--- config.mk ---
export PLATFORM = sky130hd
export DESIGN_NAME = soc_mem_arbiter
export DESIGN_NICKNAME = d
export VERILOG_FILES = /design/src/rtl/soc_mem_arbiter.sv
export SDC_FILE = /design/constraint.sdc
export NUM_CORES = 1
export LEC_CHECK = 0
export ABC_AREA = 0
export BUFFER_PORTS_ARGS = -buffer_cell sky130_fd_sc_hd__buf_2
export CELL_PAD_IN_SITES_DETAIL_PLACEMENT = 2
export CELL_PAD_IN_SITES_GLOBAL_PLACEMENT = 2
export CORE_MARGIN = 8
export CORE_UTILIZATION = 28
export DETAILED_ROUTE_END_ITERATION = 6
export GPL_ROUTABILITY_DRIVEN = 0
export GPL_TIMING_DRIVEN = 0
export PLACE_DENSITY_LB_ADDON = 0.1
export RECOVER_POWER = 100
export SLEW_MARGIN = 20
export SYNTH_ARGS = -nofsm -noshare
export SYNTH_HDL_FRONTEND = slang
export SYNTH_SLANG_ARGS = --single-unit
--- constraint.sdc ---
create_clock -name i_clk -period 2.1 [get_ports i_clk]
set_clock_uncertainty 0.2 [all_clocks]
set_input_delay 0.315 -clock i_clk [delete_from_list [all_inputs] [get_ports i_clk]]
set_output_delay 0.315 -clock i_clk [all_outputs]
set_load 0.03 [all_outputs]
--- src/rtl/soc_mem_arbiter.sv ---
// -----------------------------------------------------------------------------
// soc_mem_arbiter
//    Shares one single-port 32-bit block RAM between two bus masters:
//    port 0 (CPU load/store/fetch) and port 1 (UART boot loader / debug writer).
//    Requests are serialised through a four-state FSM. The RAM sees one
//    registered access per grant. The winning master gets one ready pulse, and
//    read data is returned alongside that pulse.
//
//    Optional feature macro: ARB_RR_EN
//       defined   : round-robin on conflict (grant the port that was not served
//                   last; port 0 wins the first conflict after reset)
//       undefined : fixed priority, port 0 always wins a conflict
//
// Parameters
//    AW       word-address width of the shared RAM (2^AW x 32-bit words)
//    MEM_LAT  RAM read latency in cycles (1..3), counted from o_mem_en
//
// Ports
//    i_clk          system clock, rising edge
//    i_rst_n        asynchronous active-low reset
//    i_m0_valid     port-0 request, held until o_m0_ready
//    i_m0_addr      port-0 word address
//    i_m0_wdata     port-0 write data
//    i_m0_wmask     port-0 byte write mask, 4'b0000 = read
//    o_m0_rdata     port-0 read data, valid while o_m0_ready=1, held otherwise
//    o_m0_ready     port-0 one-cycle completion pulse
//    i_m1_* / o_m1_* identical set for port 1
//    o_mem_en       RAM access strobe, one cycle per access
//    o_mem_addr     RAM word address (registered at grant)
//    o_mem_wdata    RAM write data (registered at grant)
//    o_mem_wmask    RAM byte enables, 0 whenever o_mem_en=0
//    i_mem_rdata    RAM read data, valid MEM_LAT cycles after o_mem_en
//    o_busy         high in any state other than IDLE
//
// State | Meaning
// ------+--------------------------------------------------------------
// IDLE  | no access in flight; grant a requester and latch its payload
// ISSUE | o_mem_en pulse; writes complete, reads start the latency timer
// WAIT  | count read latency down; capture i_mem_rdata at terminal count
// DONE  | one-cycle ready pulse to the winner; update last grant
// -----------------------------------------------------------------------------
module soc_mem_arbiter #(
   parameter int AW      = 14,
   parameter int MEM_LAT = 1
) (
   input  logic          i_clk,
   input  logic          i_rst_n,

   input  logic          i_m0_valid,
   input  logic [AW-1:0] i_m0_addr,
   input  logic [31:0]   i_m0_wdata,
   input  logic [3:0]    i_m0_wmask,
   output logic [31:0]   o_m0_rdata,
   output logic          o_m0_ready,

   input  logic          i_m1_valid,
   input  logic [AW-1:0] i_m1_addr,
   input  logic [31:0]   i_m1_wdata,
   input  logic [3:0]    i_m1_wmask,
   output logic [31:0]   o_m1_rdata,
   output logic          o_m1_ready,

   output logic          o_mem_en,
   output logic [AW-1:0] o_mem_addr,
   output logic [31:0]   o_mem_wdata,
   output logic [3:0]    o_mem_wmask,
   input  logic [31:0]   i_mem_rdata,

   output logic          o_busy
);

   typedef enum logic [1:0] {
      S_IDLE  = 2'd0,
      S_ISSUE = 2'd1,
      S_WAIT  = 2'd2,
      S_DONE  = 2'd3
   } state_t;

   // Latency timer is a down-counter: loaded with MEM_LAT-1 in ISSUE, the read
   // data is captured in the WAIT cycle where it reaches zero.
   localparam int         CW       = 2;
   localparam logic [CW-1:0] CNT_INIT = CW'(MEM_LAT - 1);

   state_t          r_state;
   state_t          w_state_nxt;
   logic [CW-1:0]   r_cnt;
   logic [CW-1:0]   w_cnt_nxt;
   logic            r_winner;
   logic [AW-1:0]   r_mem_addr;
   logic [31:0]     r_mem_wdata;
   logic [3:0]      r_wmask;
   logic [31:0]     r_m0_rdata;
   logic [31:0]     r_m1_rdata;

   logic            w_any_req;
   logic            w_gnt_port;
   logic            w_grant;
   logic            w_capture;

   // -------------------------------------------------------------------------
   // Arbitration. A lone requester always wins; only a conflict consults the
   // policy.
   // -------------------------------------------------------------------------
   assign w_any_req = i_m0_valid | i_m1_valid;

`ifdef ARB_RR_EN
   logic r_last_grant;

   always_comb begin
      w_gnt_port = 1'b0;
      if (i_m0_valid && i_m1_valid) begin
         w_gnt_port = ~r_last_grant;
      end else if (i_m1_valid) begin
         w_gnt_port = 1'b1;
      end
   end

   // Resets to port 1 so that port 0 wins the first conflict.
   always_ff @(posedge i_clk or negedge i_rst_n) begin
      if (!i_rst_n) begin
         r_last_grant <= 1'b1;
      end else if (r_state == S_DONE) begin
         r_last_grant <= r_winner;
      end
   end
`else
   // Fixed priority: port 1 is chosen only when port 0 is not requesting.
   always_comb begin
      w_gnt_port = 1'b0;
      if (!i_m0_valid && i_m1_valid) begin
         w_gnt_port = 1'b1;
      end
   end
`endif

   assign w_grant = (r_state == S_IDLE) && w_any_req;

   // -------------------------------------------------------------------------
   // FSM next-state and decoded outputs
   // -------------------------------------------------------------------------
   always_comb begin
      w_state_nxt = r_state;
      w_cnt_nxt   = r_cnt;
      w_capture   = 1'b0;
      o_mem_en    = 1'b0;
      o_m0_ready  = 1'b0;
      o_m1_ready  = 1'b0;
      o_busy      = 1'b1;

      case (r_state)
         S_IDLE: begin
            o_busy = 1'b0;
            if (w_any_req) begin
               w_state_nxt = S_ISSUE;
            end
         end

         S_ISSUE: begin
            o_mem_en = 1'b1;
            if (r_wmask == 4'b0000) begin
               w_cnt_nxt   = CNT_INIT;
               w_state_nxt = S_WAIT;
            end else begin
               w_state_nxt = S_DONE;
            end
         end

         S_WAIT: begin
            if (r_cnt == '0) begin
               w_capture   = 1'b1;
               w_state_nxt = S_DONE;
            end else begin
               w_cnt_nxt = r_cnt - 1'b1;
            end
         end

         S_DONE: begin
            o_m0_ready  = ~r_winner;
            o_m1_ready  = r_winner;
            w_state_nxt = S_IDLE;
         end

         default: begin
            w_state_nxt = S_IDLE;
         end
      endcase
   end

   // -------------------------------------------------------------------------
   // State, payload latch and read-data capture
   // -------------------------------------------------------------------------
   always_ff @(posedge i_clk or negedge i_rst_n) begin
      if (!i_rst_n) begin
         r_state     <= S_IDLE;
         r_cnt       <= '0;
         r_winner    <= 1'b0;
         r_mem_addr  <= '0;
         r_mem_wdata <= '0;
         r_wmask     <= '0;
         r_m0_rdata  <= '0;
         r_m1_rdata  <= '0;
      end else begin
         r_state <= w_state_nxt;
         r_cnt   <= w_cnt_nxt;

         // Payload is frozen here; the master may change its bus afterwards
         // without affecting the access in flight.
         if (w_grant) begin
            r_winner <= w_gnt_port;
            if (w_gnt_port) begin
               r_mem_addr  <= i_m1_addr;
               r_mem_wdata <= i_m1_wdata;
               r_wmask     <= i_m1_wmask;
            end else begin
               r_mem_addr  <= i_m0_addr;
               r_mem_wdata <= i_m0_wdata;
               r_wmask     <= i_m0_wmask;
            end
         end

         if (w_capture) begin
            if (r_winner) begin
               r_m1_rdata <= i_mem_rdata;
            end else begin
               r_m0_rdata <= i_mem_rdata;
            end
         end
      end
   end

   assign o_mem_addr  = r_mem_addr;
   assign o_mem_wdata = r_mem_wdata;
   // The latched mask lingers after ISSUE; gate it so the RAM never sees
   // byte enables without a strobe.
   assign o_mem_wmask = o_mem_en ? r_wmask : 4'b0000;
   assign o_m0_rdata  = r_m0_rdata;
   assign o_m1_rdata  = r_m1_rdata;

endmodule
Word level (Yosys, flattened, before mapping)
Cells that the tools add are included.
- register bits after elaboration: 119
- input bits: 136
- equal/unequal tests: 7
- reduce and logical (&&, ||, !) cells: 11
- multiplexer cells: 18
- bitwise logic cells: 2
- add/sub/neg operators: 1
- operators by type and width (operator ; number):
    $mux W32 ; 1
    $mux W14 ; 1
    $mux W1 ; 8
    $mux W2 ; 4
    $mux W4 ; 2
    $ne A2 B2 Y1 const B ; 4
    $pmux W2 S4 ; 1
    $reduce_and A2 Y1 ; 3
    $eq A2 B2 Y1 const B ; 2
    $logic_not A2 Y1 ; 2
    $logic_not A4 Y1 ; 1
    $pmux W2 S2 ; 1
    $reduce_and A3 Y1 ; 1
    $eq A2 B1 Y1 const B ; 1
    $logic_and A1 B1 Y1 ; 2
    $reduce_bool A2 Y1 ; 1
    $sub A2 B1 Y2 const B ; 1
    $logic_not A1 Y1 ; 1
    $not A1 Y1 ; 1
    $or A1 B1 Y1 ; 1

Logic depth before layout (Yosys ltp)
- depth in word-level cells: 4
- mapped depth: 7
- mapped depth without buffers: 5

Least setup slack after synthesis
Ideal clock, no wire load.
- path type: register -> register
- start point: register r_state[1]
- end point: register r_cnt[1]
- cell stages (with the launch flop): 6
- slack: 235 ps
- period minus slack after synthesis: 1865 ps
- arrival time: 1539 ps
- path buffers: 0
- path through: dfrtp_1 inv_1 ha_1 o41ai_4 and4b_1 a311o_1
- longest elaborated chain between the ends: 3
- elaborated cells on any way between the ends: 7
- classes of those cells: eq/ne: 4; mux: 1; reduce/logical: 2
- ends and longest elaborated chain (item ; RTL line ; text):
    start: declaration ; 84 ; state_t r_state;
    start signal: assignment ; 203 ; r_state <= w_state_nxt;
    $eq A2 B2 Y1 or $eq A2 B1 Y1 (tied branches) ; 150 ; case (r_state)
    $ne A2 B2 Y1 (no line) or $reduce_bool A2 Y1 (tied branches) ; - ;
    $reduce_and A3 Y1 (no line) ; - ;
    end signal: assignment ; 204 ; r_cnt <= w_cnt_nxt;
    end: declaration ; 86 ; logic [CW-1:0] r_cnt;
Several ways; a longest one is shown, not always the timed one.
A chain may end at the register's enable or synchronous reset.

Worst setup path in the final report
- start point: register r_state[0]
- end point: register r_m0_rdata[23] (netlist: o_m0_rdata[23])
- longest elaborated chain between the ends: 3
- ends and longest elaborated chain (item ; RTL line ; text):
    $eq A2 B2 Y1 ; 150 ;
    $mux W1 ; 150 ;
    $reduce_and A2 Y1 (no line) ; - ;
    end signal: assignment ; 225 ; r_m0_rdata <= i_mem_rdata;
    end: declaration ; 92 ; logic [31:0] r_m0_rdata;
Every way passes these cells.

==> impl_metrics.toml <==
[hold_path]
whs_endpoint = "o_mem_addr[9]$_DFFE_PN0P_"
hp-start = "i_m0_addr[9]"
hold_path_depth = 3
min_path_type = "in -> reg"

[final_layout]
utilization_pct = 42.9
layout-drive-gt1-share_pct = 35.4
nets = 875
area_growth_pct = 51.9
final_area_sq_um = 7940
finalNonFillerCells = 979
antennaDiodeCount = 0

[critical_path]
r2r_start = "r_state[0]$_DFFE_PN0P_"
ff2ff_setup_slack_ns = 0.11
r2r_cells = 7
crit_chain = "inv_2, ha_2, nand2_1, or2_0, buf_6, buf_8, mux2_4"
critPathCaptureType = "flop"
r2r-end = "o_m0_rdata[23]$_DFFE_PN0P_"
cp_data_arrival_time_ns = 2.08
cp_slowest_cell = "dfrtp_1"
path_class = "reg -> reg"
crit_required_ns = 2.19
critPathMaxFanout = 10
critPathLaunchType = "flop"
slowest_delay_ns = 0.43

[timing]
hold_viol_final = 0
worst_slew_margin_rel_pct = 53.1
min_period_ns = 1.99
setup_viol_count_final = 0
fmax_mhz = 503
fin_crit_sh_pct = 94.7
drv_slew = 0
rsz0062_at_grt = "no"
worstMarginPinSlew_ns = 0.703
fin_tns_setup_ns = 0

[global_routing]
grt_pass1_wl_mm = 28.9
antenna_found_initial = 1
grt_max_degree = 75
grt-ovfl-total = 0
first_global_vias = 5262
grt_usage_pct = 15.6

[drt]
drc_errors = 0
ant_nets = 0
wirelength_mm = 18.1
avgViaCountPerCell = 4.50
num_vias = 4402
wl_per_cell_um = 18.5
dr.pass1.iters = 4
drt_iter0_markers = 97

[power]
power_mw = 13.4
cellPowerDensity_nw_per_um2 = 1690
leakage_nw = 3.75
ir_drop_mv = 0.605

[yosys]
ys_top_cells_by_area = "dfrtp_1 57%, mux2i_1 9.6%, mux2_4 8.6%"
synthCells = 394
avgSynthCellArea_sq_um = 13.3
ys_seq_area_share_pct = 56.9
synth_edf_count = 0
synth-seq-cells = 119
synth_top_cell_by_area = "dfrtp_1"
ys.flop_type = "dfrtp_1"
yosysMostFrequentCell = "dfrtp_1"
synth_commonest_cells = "119 x dfrtp_1, 51 x nand2_1, 50 x mux2i_1, 50 x o21ai_0, 35 x mux2_2"
netlist_area_sq_um = 5230
synth-async-reset-ratio_pct = 100
synth_nets = 536
synth_top_cell_area_share_pct = 56.9
synth.distinct_cells = 27
ys_warn_count = 0

[floorplan]
io_pins = 254
fp-row-count = 50
core_area_sq_um = 18500
die_area_sq_um = 23300
initial_core_util_pct = 28.2
die_w_um = 153
die_h_um = 153

[clock_network]
postCtsSetupBuffers = 0
cts-root-buf = "clkbuf_16"
cts_max_level = 4
cts_buffers = 17
clkSlewWorstSetupHoldPaths_ns = 0.06
clk_latency_ns = 0.40
clock_sinks = 119
tritoncts = "yes"
clk_path_buf_depth = 2

[placement]
io_buffers = 253
post-dp-hpwl_mm = 13.4
dp_cells = 882
placed_cell_area_sq_um = 6820

[run]
cap_violations = 0

[outcome]
status = "finished, final reports clean"
==> power breakdown <==
group,internal (mW),switching [mW]
Clock,1.91,1.09
Sequential,3.45,0.694
Combinational,2.06,4.19
==> state kept, by name (all words and copies together) (netlist names) <==
signal	cells
o_m0_rdata	32
o_m1_rdata	32
o_mem_wdata	32
o_mem_addr	14
r_wmask	4
r_cnt	2
r_state	2
r_winner	1
==> routing by layer <==
metal  GRT usage, %  vias to the layer above  wire length [um]
met5              0                        -                12
met4           5.14                        2               279
met3           5.96                       21              1200
met2           27.8                      150              9430
met1           16.7                     2178              7210
li1               -                     2051                 -
==> metrics by stage <==
step / setup slack [ns] / hold slack [ns]
floorplan: 0.235 / -0.181
global placement: -1.08 / 0.259
detailed placement: -0.0354 / 0.0800
CTS: 0.00531 / 0.000570
global route: 0.0123 / 0.00952
finish: 0.112 / 0.0107
==> cell type report <==
class                   count  area (sq um)
multi-input cells         247          2050
well taps                 234           293
clock buffers              18           439
repair buffers            320          1810
inverters                   5          18.8
fillers                  2008         10600
flip-flops and latches    119          2980
clock inverters            13           169
plain buffers              23           189
==> worst max path at each step <==
| stage | from | endpoint | slack (ns) | depth (start not counted) |
|---|---|---|---|---|
| 4_1_cts | r_state[0]$_DFFE_PN0P_ | o_m1_rdata[13]$_DFFE_PN0P_ | 0.005 | 5 |
| 2_1_floorplan | r_state[1]$_DFFE_PN0P_ | r_cnt[1]$_DFFE_PN0P_ | 0.24 | 5 |
| 3_3_place_gp | i_rst_n | o_mem_wdata[27]$_DFFE_PN0P_ | -1.08 | 1 |
| 6_report | r_state[0]$_DFFE_PN0P_ | o_m0_rdata[23]$_DFFE_PN0P_ | 0.11 | 7 |
| 5_1_grt | r_state[0]$_DFFE_PN0P_ | o_m0_rdata[23]$_DFFE_PN0P_ | 0.01 | 7 |
| 3_5_place_dp | r_state[1]$_DFFE_PN0P_ | r_wmask[2]$_DFFE_PN0P_ | -0.04 | 5 |
==> what timing repair did <==
action	CTS	global route
hold endpoints to repair	128	0
resized for setup	3	6
pin swaps	0	0
setup endpoints to repair	33	76
hold buffers	66	0
==> worst max-delay path, delay by kind of cell, from the launching register on <==
family / cells / cell delay, ns
adders and majority gates: 1 / 0.22
and+or+nand+nor: 2 / 0.29
buffers and inverters: 3 / 0.42
muxes: 1 / 0.30
DFF: 1 / 0.43
==> logic make-up after synthesis <==
family / count (synthesis) / share of synthesized area [%]
AO/OA/AOI/OAI: 61 / 6.63
adder cells (fa/ha/maj): 6 / 1.44
buffers and inverters: 28 / 4.02
flip-flops: 119 / 56.9
multiplexers: 115 / 25.7
AND/OR/NAND/NOR: 65 / 5.29
==> cells in the final DEF, fill, tap and decap left out, types with 9 or more instances in the layout <==
| master | synthesis | final |
|---|---|---|
| buf_2 | 9 | 140 |
| dfrtp_1 | 119 | 119 |
| clkbuf_1 | 5 | 116 |
| dlygate4sd3_1 | 0 | 66 |
| nand2_1 | 51 | 51 |
| mux2i_1 | 50 | 50 |
| o21ai_0 | 50 | 50 |
| mux2_2 | 35 | 35 |
| mux2_4 | 30 | 30 |
| clkbuf_16 | 0 | 17 |
| clkbuf_2 | 0 | 9 |
Note: power is estimated with default switching activity, not from simulation.
